## config.mk

```make
export PLATFORM = sky130hd
export DESIGN_NAME = muldiv_unit
export DESIGN_NICKNAME = d
export VERILOG_FILES = /design/src/rtl/muldiv_pkg.sv /design/src/rtl/muldiv_datapath.sv /design/src/rtl/muldiv_unit.sv
export SDC_FILE = /design/constraint.sdc
export NUM_CORES = 1
export LEC_CHECK = 0
export ABC_AREA = 1
export BUFFER_PORTS_ARGS = -buffer_cell sky130_fd_sc_hd__buf_2
export CAP_MARGIN = 20
export CORE_UTILIZATION = 30
export CTS_CLUSTER_DIAMETER = 150
export DETAILED_ROUTE_END_ITERATION = 7
export SLEW_MARGIN = 15
export SYNTH_ARGS = -nofsm -noshare
export SYNTH_HDL_FRONTEND = slang
export SYNTH_HIERARCHICAL = 1
export SYNTH_SLANG_ARGS = --single-unit
```

## constraint.sdc

```tcl
create_clock -name clk -period 3.9 [get_ports clk]
set_input_delay 0.78 -clock clk [delete_from_list [all_inputs] [get_ports clk]]
set_output_delay 0.78 -clock clk [all_outputs]
set_load 0.01 [all_outputs]
```

## src/rtl/muldiv_pkg.sv

```systemverilog
// Shared definitions for the iterative RV32M multiply/divide unit:
// funct3 encodings, FSM state type, default operand width and the
// operand-signedness decode used by the datapath.
package muldiv_pkg;

    localparam int XLEN_DEFAULT = 32;

    localparam logic [2:0] F3_MUL    = 3'd0;
    localparam logic [2:0] F3_MULH   = 3'd1;
    localparam logic [2:0] F3_MULHSU = 3'd2;
    localparam logic [2:0] F3_MULHU  = 3'd3;
    localparam logic [2:0] F3_DIV    = 3'd4;
    localparam logic [2:0] F3_DIVU   = 3'd5;
    localparam logic [2:0] F3_REM    = 3'd6;
    localparam logic [2:0] F3_REMU   = 3'd7;

    typedef enum logic [1:0] {
        ST_IDLE = 2'd0,
        ST_CALC = 2'd1,
        ST_FIX  = 2'd2,
        ST_DONE = 2'd3
    } state_t;

    // rs1 is interpreted as two's complement for these operations
    function automatic logic rs1_is_signed(input logic [2:0] f3);
        return (f3 == F3_MUL) || (f3 == F3_MULH) || (f3 == F3_MULHSU) ||
               (f3 == F3_DIV) || (f3 == F3_REM);
    endfunction

    // rs2 is interpreted as two's complement for these operations;
    // MULHSU deliberately treats rs2 as unsigned
    function automatic logic rs2_is_signed(input logic [2:0] f3);
        return (f3 == F3_MULH) || (f3 == F3_DIV) || (f3 == F3_REM);
    endfunction

    // Unsigned variants, kept for readability of callers
    function automatic logic is_unsigned_op(input logic [2:0] f3);
        return (f3 == F3_MULHU) || (f3 == F3_DIVU) || (f3 == F3_REMU);
    endfunction

endpackage

```

## src/rtl/muldiv_datapath.sv

```systemverilog
// Radix-2 shift-add multiplier / restoring divider sharing one
// 2*XLEN+1 accumulator. Operands are converted to magnitudes on load,
// one bit is processed per step, and the sign correction is applied
// combinationally so the result is ready while the FSM sits in FIX.
module muldiv_datapath
    import muldiv_pkg::*;
#(
    parameter int XLEN = XLEN_DEFAULT
) (
    input  logic            clk,
    input  logic            load,
    input  logic            step,
    input  logic [2:0]      funct3,
    input  logic [XLEN-1:0] rs1_val,
    input  logic [XLEN-1:0] rs2_val,
    output logic [XLEN-1:0] fix_result
);

    localparam int AW = 2 * XLEN + 1;
    localparam logic [XLEN-1:0]   ONE_W  = {{(XLEN-1){1'b0}}, 1'b1};
    localparam logic [2*XLEN-1:0] ONE_2W = {{(2*XLEN-1){1'b0}}, 1'b1};

    logic signed [XLEN-1:0] a_s;
    logic signed [XLEN-1:0] b_s;
    logic                   a_neg;
    logic                   b_neg;
    logic [XLEN-1:0]        a_mag;
    logic [XLEN-1:0]        b_mag;

    // acc[2X:X] is the partial product / remainder, acc[X-1:0] the
    // multiplier / dividend-quotient; the top bit keeps the adder carry
    logic [AW-1:0]          acc;
    logic [XLEN-1:0]        opb;
    logic [2:0]             f3_r;
    logic                   neg_res_r;
    logic                   neg_a_r;

    logic [XLEN:0]          add_sum;
    logic [XLEN:0]          trial;
    logic [AW-1:0]          mul_nxt;
    logic [AW-1:0]          shl;
    logic [AW-1:0]          div_nxt;
    logic [2*XLEN-1:0]      prod_fix;
    logic [XLEN-1:0]        quo_fix;
    logic [XLEN-1:0]        rem_fix;

    function automatic logic [XLEN-1:0] neg_w(input logic [XLEN-1:0] v);
        return ~v + ONE_W;
    endfunction

    function automatic logic [2*XLEN-1:0] neg_2w(input logic [2*XLEN-1:0] v);
        return ~v + ONE_2W;
    endfunction

    // Decode operand signs and form magnitudes from the raw register values
    always_comb begin
        a_s   = signed'(rs1_val);
        b_s   = signed'(rs2_val);
        a_neg = rs1_is_signed(funct3) && (a_s < 0);
        b_neg = rs2_is_signed(funct3) && (b_s < 0);
        a_mag = a_neg ? neg_w(rs1_val) : rs1_val;
        b_mag = b_neg ? neg_w(rs2_val) : rs2_val;
    end

    // Next accumulator value for one multiply or one divide iteration
    always_comb begin
        add_sum = acc[AW-1:XLEN] + (acc[0] ? {1'b0, opb} : '0);
        mul_nxt = {1'b0, add_sum, acc[XLEN-1:1]};
        shl     = {acc[AW-2:0], 1'b0};
        trial   = shl[AW-1:XLEN] - {1'b0, opb};
        div_nxt = trial[XLEN] ? shl : {trial, shl[XLEN-1:1], 1'b1};
    end

    // Latch magnitudes and sign flags on accept, then iterate while stepping
    always_ff @(posedge clk) begin
        if (load) begin
            acc       <= {{(XLEN+1){1'b0}}, a_mag};
            opb       <= b_mag;
            f3_r      <= funct3;
            neg_res_r <= a_neg ^ b_neg;
            neg_a_r   <= a_neg;
        end else if (step) begin
            acc <= f3_r[2] ? div_nxt : mul_nxt;
        end
    end

    // Sign correction and result selection, consumed during FIX
    always_comb begin
        prod_fix = neg_res_r ? neg_2w(acc[2*XLEN-1:0]) : acc[2*XLEN-1:0];
        quo_fix  = neg_res_r ? neg_w(acc[XLEN-1:0]) : acc[XLEN-1:0];
        rem_fix  = neg_a_r ? neg_w(acc[2*XLEN-1:XLEN]) : acc[2*XLEN-1:XLEN];
        if (f3_r[2]) begin
            fix_result = f3_r[1] ? rem_fix : quo_fix;
        end else begin
            fix_result = (f3_r == F3_MUL) ? prod_fix[XLEN-1:0]
                                          : prod_fix[2*XLEN-1:XLEN];
        end
    end

endmodule

```

## src/rtl/muldiv_unit.sv

```systemverilog
// Execute-stage RV32M multiply/divide unit. Owns the control FSM,
// iteration counter, divide-by-zero / overflow fast path, the stall
// handshake toward issue and the result/rd output registers.
module muldiv_unit
    import muldiv_pkg::*;
#(
    parameter int XLEN = XLEN_DEFAULT
) (
    input  logic            clk,
    input  logic            nrst,
    input  logic            start,
    input  logic [3:0]      op,
    input  logic [XLEN-1:0] rs1_val,
    input  logic [XLEN-1:0] rs2_val,
    input  logic [4:0]      rd_in,
    input  logic            flush,
    output logic            stall,
    output logic            busy,
    output logic            done,
    output logic [XLEN-1:0] result,
    output logic [4:0]      rd_out
);

    localparam logic [XLEN-1:0] INT_MIN   = {1'b1, {(XLEN-1){1'b0}}};
    localparam logic [5:0]      LAST_ITER = 6'(XLEN - 1);

    state_t          state;
    state_t          state_nxt;
    logic [5:0]      cnt;
    logic [2:0]      funct3;
    logic            can_accept;
    logic            accept;
    logic            div_zero;
    logic            div_ovf;
    logic            fast;
    logic [XLEN-1:0] fast_val;
    logic [XLEN-1:0] dp_result;
    logic [4:0]      rd_lat;
    logic            dp_load;
    logic            dp_step;

    assign funct3     = op[2:0];
    assign can_accept = (state == ST_IDLE) || (state == ST_DONE);
    assign accept     = start & op[3] & ~flush & can_accept;
    assign busy       = (state == ST_CALC) || (state == ST_FIX);
    assign stall      = (accept & ~fast) | busy;
    assign done       = (state == ST_DONE) & ~flush;
    assign dp_load    = accept & ~fast;
    assign dp_step    = (state == ST_CALC);

    // Detect operand pairs whose result is known without iterating
    always_comb begin
        div_zero = funct3[2] && (rs2_val == '0);
        div_ovf  = ((funct3 == F3_DIV) || (funct3 == F3_REM)) &&
                   (rs1_val == INT_MIN) && (rs2_val == '1);
        fast     = div_zero | div_ovf;
        fast_val = '0;
        if (div_zero) begin
            fast_val = funct3[1] ? rs1_val : '1;
        end else if (div_ovf) begin
            fast_val = funct3[1] ? '0 : INT_MIN;
        end
    end

    // FSM state register
    always_ff @(posedge clk or negedge nrst) begin
        if (!nrst) begin
            state <= ST_IDLE;
        end else begin
            state <= state_nxt;
        end
    end

    // FSM next state; flush overrides everything
    always_comb begin
        state_nxt = state;
        case (state)
            ST_IDLE, ST_DONE: begin
                if (accept) begin
                    state_nxt = fast ? ST_DONE : ST_CALC;
                end else begin
                    state_nxt = ST_IDLE;
                end
            end
            ST_CALC: begin
                if (cnt == LAST_ITER) begin
                    state_nxt = ST_FIX;
                end
            end
            ST_FIX:  state_nxt = ST_DONE;
            default: state_nxt = ST_IDLE;
        endcase
        if (flush) begin
            state_nxt = ST_IDLE;
        end
    end

    // Iteration counter, one count per CALC cycle, wrapping after the last
    always_ff @(posedge clk or negedge nrst) begin
        if (!nrst) begin
            cnt <= '0;
        end else if (accept || flush) begin
            cnt <= '0;
        end else if (state == ST_CALC) begin
            cnt <= (cnt == LAST_ITER) ? '0 : cnt + 6'd1;
        end
    end

    // Destination register travels with the operation until FIX
    always_ff @(posedge clk) begin
        if (accept) begin
            rd_lat <= rd_in;
        end
    end

    // Output registers load on the edge entering DONE and hold otherwise
    always_ff @(posedge clk or negedge nrst) begin
        if (!nrst) begin
            result <= '0;
            rd_out <= '0;
        end else if (accept && fast) begin
            result <= fast_val;
            rd_out <= rd_in;
        end else if ((state == ST_FIX) && !flush) begin
            result <= dp_result;
            rd_out <= rd_lat;
        end
    end

    muldiv_datapath #(
        .XLEN(XLEN)
    ) u_datapath (
        .clk        (clk),
        .load       (dp_load),
        .step       (dp_step),
        .funct3     (funct3),
        .rs1_val    (rs1_val),
        .rs2_val    (rs2_val),
        .fix_result (dp_result)
    );

endmodule

```

# Yosys cells after proc, flatten, opt, wreduce, memory -nomap -nowiden
# Index checks and enable logic that the tools add are counted.
[totals]
ram_bits = 0
in_bits = 77
rom_bits = 0
memories = 0
output_inout_bits = 40
latchBits = 0
regBits = 152
word_cells = 102
[op_classes]
n_mul = 0
add_sub_neg = 8
n_mux = 29
n_reduce_logical = 26
n_eq_ne = 11
n_div = 0
bitwise_logic = 15
n_lt_le_gt_ge = 2
shifts = 0
[op_table]
columns = ["operator", "count"]
rows = [
  ["32-bit 2-to-1 mux", 16],
  ["65-bit 2-to-1 mux", 2],
  ["32-bit by 1-bit adder with 32-bit output, second input constant", 4],
  ["32-bit inverter", 4],
  ["64-bit by 1-bit adder with 64-bit output, second input constant", 1],
  ["32-bit equality test, second input constant", 2],
  ["32-bit by 1-bit < comparator with 1-bit output, second input constant", 2],
  ["64-bit 2-to-1 mux", 1],
  ["64-bit inverter", 1],
  ["33-bit by 32-bit adder with 33-bit output", 1],
  ["33-bit by 32-bit subtractor with 33-bit output", 1],
  ["32-bit zero test", 1],
  ["6-bit 2-to-1 mux", 3],
  ["1-bit logical OR", 10],
  ["5-bit 2-to-1 mux", 2],
  ["2-bit 2-to-1 mux", 4],
  ["1-bit logical AND", 7],
  ["6-bit by 1-bit adder with 6-bit output, second input constant", 1],
  ["3-bit equality test, second input constant", 2],
  ["6-bit by 5-bit equality test with 1-bit output, second input constant", 1],
  ["3-bit zero test", 2],
  ["2-bit one-hot mux with 3 select lines", 1],
  ["2-bit nonzero test", 3],
  ["1-bit AND", 5],
  ["other kinds (11)", 14],
]

# Depth between registers and ports, before layout
[logic_depth]
word_depth = 9
depth_mapped = 22
depth_no_buf = 20

# By module
# Netlist, hierarchy kept.
[modules_own_cells]
columns = ["module", "n_inst", "seq_area_each_um2", "cells_each", "area_each_um2"]
rows = [
  ["muldiv_datapath", 1, 2732.6, 2683, 14911.8],
  ["muldiv_unit", 1, 1276.2, 489, 3193.1],
]

# Worst setup path after synthesis
# No wires, ideal clock.
[synth_timing]
path_kind = "input to register"
start = "input port rs2_val[19]"
end = "register u_datapath.acc[0], enable pin"
path_stages = 11
arrival_ns = 3.989
path_buffers = 0
setup_slack_ns = -0.479
required_time_ns = 3.509
setup_ns = 0.391
cell_sequence = "nand2_1 > inv_1 > nand2_1 > nor2_1 > nand2_1 > nor2_1 > nand3_1 > nand2_2 > nor2_1 > inv_1 > nand2_1"
[synth_between]
elab_chain_cells = 6
elab_cells_between_ends = 8
[synth_rtl]
columns = ["element", "line", "text"]
rows = [
  ["from (decl)", "muldiv_unit.sv:14", "input logic [XLEN-1:0] rs2_val,"],
  ["32-bit equality test / 32-bit zero test (equally long branches)", "muldiv_unit.sv:55, muldiv_unit.sv:53", ""],
  ["1-bit logical AND (on tied branches)", "muldiv_unit.sv:55, muldiv_unit.sv:53", ""],
  ["1-bit OR *", "muldiv_unit.sv:56", "fast = div_zero | div_ovf;"],
  ["1-bit inverter *", "muldiv_unit.sv:48", "assign dp_load = accept & ~fast;"],
  ["1-bit AND *", "muldiv_unit.sv:48", ""],
  ["via dp_load", "muldiv_unit.sv:39", "logic dp_load;"],
  ["2-bit nonzero test (no source line) *", "-", ""],
  ["to (signal assigned)", "muldiv_datapath.sv:77", "acc <= {{(XLEN+1){1'b0}}, a_mag};"],
  ["to (signal assigned)", "muldiv_datapath.sv:83", "acc <= f3_r[2] ? div_nxt : mul_nxt;"],
  ["to (decl)", "muldiv_datapath.sv:32", "logic [AW-1:0] acc;"],
]
# The timed path passes the listed nets; every way through them passes the cells marked *.
# A chain may end at the register's enable or synchronous reset.

# Worst setup path after layout
[layout_timing]
start = "register u_datapath.acc[40]"
end = "register u_datapath.acc[44]"
[layout_between]
elab_chain_cells = 3
elab_cells_between_ends = 4
[layout_rtl]
columns = ["element", "line", "text"]
rows = [
  ["33-bit by 32-bit subtractor with 33-bit output", "muldiv_datapath.sv:70", "trial = shl[AW-1:XLEN] - {1'b0, opb};"],
  ["65-bit 2-to-1 mux", "muldiv_datapath.sv:71", "div_nxt = trial[XLEN] ? shl : {trial, shl[XLEN-1:1], 1'b1};"],
  ["65-bit 2-to-1 mux *", "muldiv_datapath.sv:83", ""],
]
# Mark *: on every way between the ends. The rest lies on a longest branch, timed or not.

==> results.ini <==
[status]
status = complete, no violations

[sta]
finalCriticalPeriod_ns = 3.33
max_freq_mhz = 300
setup_slack_ns = 0.566
slew_violations = 0
timing.setup.tns_ns = 0
setup_viol = 0
rsz0062_at_grt = no
finalHoldWorstSlack_ns = 0.295
worstMarginPinSlew_ns = 1.02
skew_ns = 0.0180
hold_viol = 0
slew_headroom_pct = 32.1
min_period_over_period_pct = 85.5

[placed_design]
portBuffers = 116
gp_routability_congestion = 1.03
dp_slack_ns = 0.649
dp_cells = 4007
place_hpwl_um = 59700
placed_area_sq_um = 19600

[clock_network]
clkTransAtPathRegs_ns = 0.07
htree_levels = 4
holdBufCountCts = 0
postCtsSetupRepairBufs = 0
cts_tree = done
clockBufferDepth = 2
cts_root_buf = clkbuf_16
clock_sinks = 152
cts_buffers = 17
cts_resized = 0
clock_latency_ns = 0.47

[critical_path]
worst-path-max-fanout = 26
r2r_end = u_datapath/acc[44]
crit_path_max_incr_delay_ns = 0.59
worstSetupStartpointType = flop
rr_startpoint = u_datapath/acc[40]
worstPathCellList = ha_1, nand2_1, inv_1, nand2_1, nand2_1, a21oi_1, nand2_1, nand2_1, nand2_1, a21oi_1, o21bai_1, ha_1, buf_4, o21ai_0, nand2_1, nand3_1, nand2_1, inv_1
end_kind = flop
reg2reg_depth = 18
cp.required_ns = 4.27
rrSetupSlack_ns = 0.57
slowest_stage = dfxtp_1
critPathKind = reg -> reg
path_common_cell = nand2_1
crit_arrival_ns = 3.70

[route]
ant_nets = 0
firstDrtPassIters = 6
vias_per_cell = 5.18
drcViolationCount = 0
wl_per_cell_um = 18.3
vias = 20900
drt_iter0_markers = 2350
routed_wl_um = 73900

[synth]
yosys_warnings = 6
synth_cell_types = 57
async_reset_ff_share_pct = 29.6
synth_edf_count = 74
seq_area_frac_synth_pct = 22.1
synthesis.nets = 3325
synthMuxAreaShare_pct = 0
ys_ff_latch = 152
synth-main-ff-cell = edfxtp_1
yosys.area_share.simple_pct = 42.2
synth_compound_area_share_pct = 14.3
synthAdderAreaFrac_pct = 5.34
synth_top_family_by_area = simple AND/OR/NAND/NOR gates
synth_xor_area_share_pct = 3.62
syn_inst = 3172
synth_area_sq_um = 18100
syn_avg_cell_area_sq_um = 5.71

[final_layout]
fillers = 6731
final_cells = 4044
final_cell_mix = 1013 x nand2_1, 461 x inv_1, 330 x nor2_1
syn2layout_area_growth_pct = 11.7
final_area_sq_um = 20200
multi_input_area_sq_um = 11900
fin_util_pct = 34.1
nets = 3407
layout_commonest_cell = nand2_1
regArea_sq_um = 4010
drive_gt1_share_pct = 8.39

[die]
initial_utilization_pct = 30.5
die_w_um = 248
core_area_sq_um = 59400
design.die.area_sq_um = 61300
die_h_um = 248
rows = 89
num_io_pins = 117

[global_route]
grtUsageTotal_pct = 24.1
grt_pass1_wl_um = 113000
antenna_found_initial = 3
grt-ovfl-total = 0
grt_max_degree = 113
grt_pass1_vias = 19500

[hold_path]
hp-class = in -> async

[pwr]
powerDensity_nw_per_um2 = 564
power.total_mw = 11.4
leakage_nw = 10.5
ir_drop_mv = 0.392

[flow_run]
cap_violations = 0

-- where the power goes --
part	switching, mW	internal (mW)	leakage, nW	total (mW)
combinational	4.90	2.19	8.65	7.09
clock	0.807	0.894	0.282	1.70
sequential	0.497	2.12	1.53	2.61
total	6.21	5.20	10.5	11.4
-- worst max-delay path: cells and delay by family (launching register included) --
kind            cells  cell delay (ns)
compound gates      4             0.65
buf+inv             3             0.44
fa+ha+maj           2             0.67
simple gates        9             0.90
flops               1             0.59
-- registers in the layout, summed over array words and instances, names as in the netlist --
| register | cells |
|---|---|
| cnt | 6 |
| rd_lat | 5 |
| rd_out | 5 |
| result | 32 |
| state | 2 |
| u_datapath/acc | 65 |
| u_datapath/f3_r | 3 |
| u_datapath/neg_a_r | 1 |
| u_datapath/neg_res_r | 1 |
| u_datapath/opb | 32 |
-- Yosys cell counts (all sizes together), types with 41 or more instances --
cell	count	area [sq um]
inv	472	1770
clkbuf	61	229
o21ai	241	1240
xor2	65	577
ha	74	926
nand2	1027	3890
buf	41	220
edfxtp	74	2220
nand3	319	1630
dfrtp	45	1130
a21oi	192	961
nor2	353	1430
nand4	42	282
-- cell families (layout without fill, tap and decap cells) --
group           after synthesis  in the layout
fa+ha+maj                    76             76
compound gates              487            487
simple gates               1806           1806
xor+xnor                     74             74
other cells                   0              4
buf+inv                     577            672
flops                       152            152
-- layer usage --
metal	share of wire, %	vias up	global-route usage (%)
met2	44	898	38.4
met1	44	9558	32.2
met4	4.3	0	10.6
met3	7.6	147	3.54
li1	-	10300	-
met5	0	-	0
-- layout make-up --
cell class                 instances  share of cell area [%]
inverter                         475                    8.83
clock inverter                    15                   0.712
multi-input combinational       2443                    58.7
timing repair buffer             165                    4.97
clock buffer                      17                    2.10
tap                              773                    4.78
sequential                       152                    19.8
antenna                            4                  0.0495
-- worst max path at each step --
| stage | from | end | slack, ns |
|---|---|---|---|
| after floorplan | rs2_val[19] | u_datapath/acc[0] | 0.24 |
| after global placement | u_datapath/acc[31] | u_datapath/acc[40] | 0.67 |
| after detailed placement | u_datapath/acc[31] | u_datapath/acc[40] | 0.65 |
| after CTS | u_datapath/acc[31] | u_datapath/acc[40] | 0.63 |
| after global routing | u_datapath/opb[13] | u_datapath/acc[45] | 0.31 |
| final | u_datapath/acc[40] | u_datapath/acc[44] | 0.57 |
(Power assumes the default switching activity.)
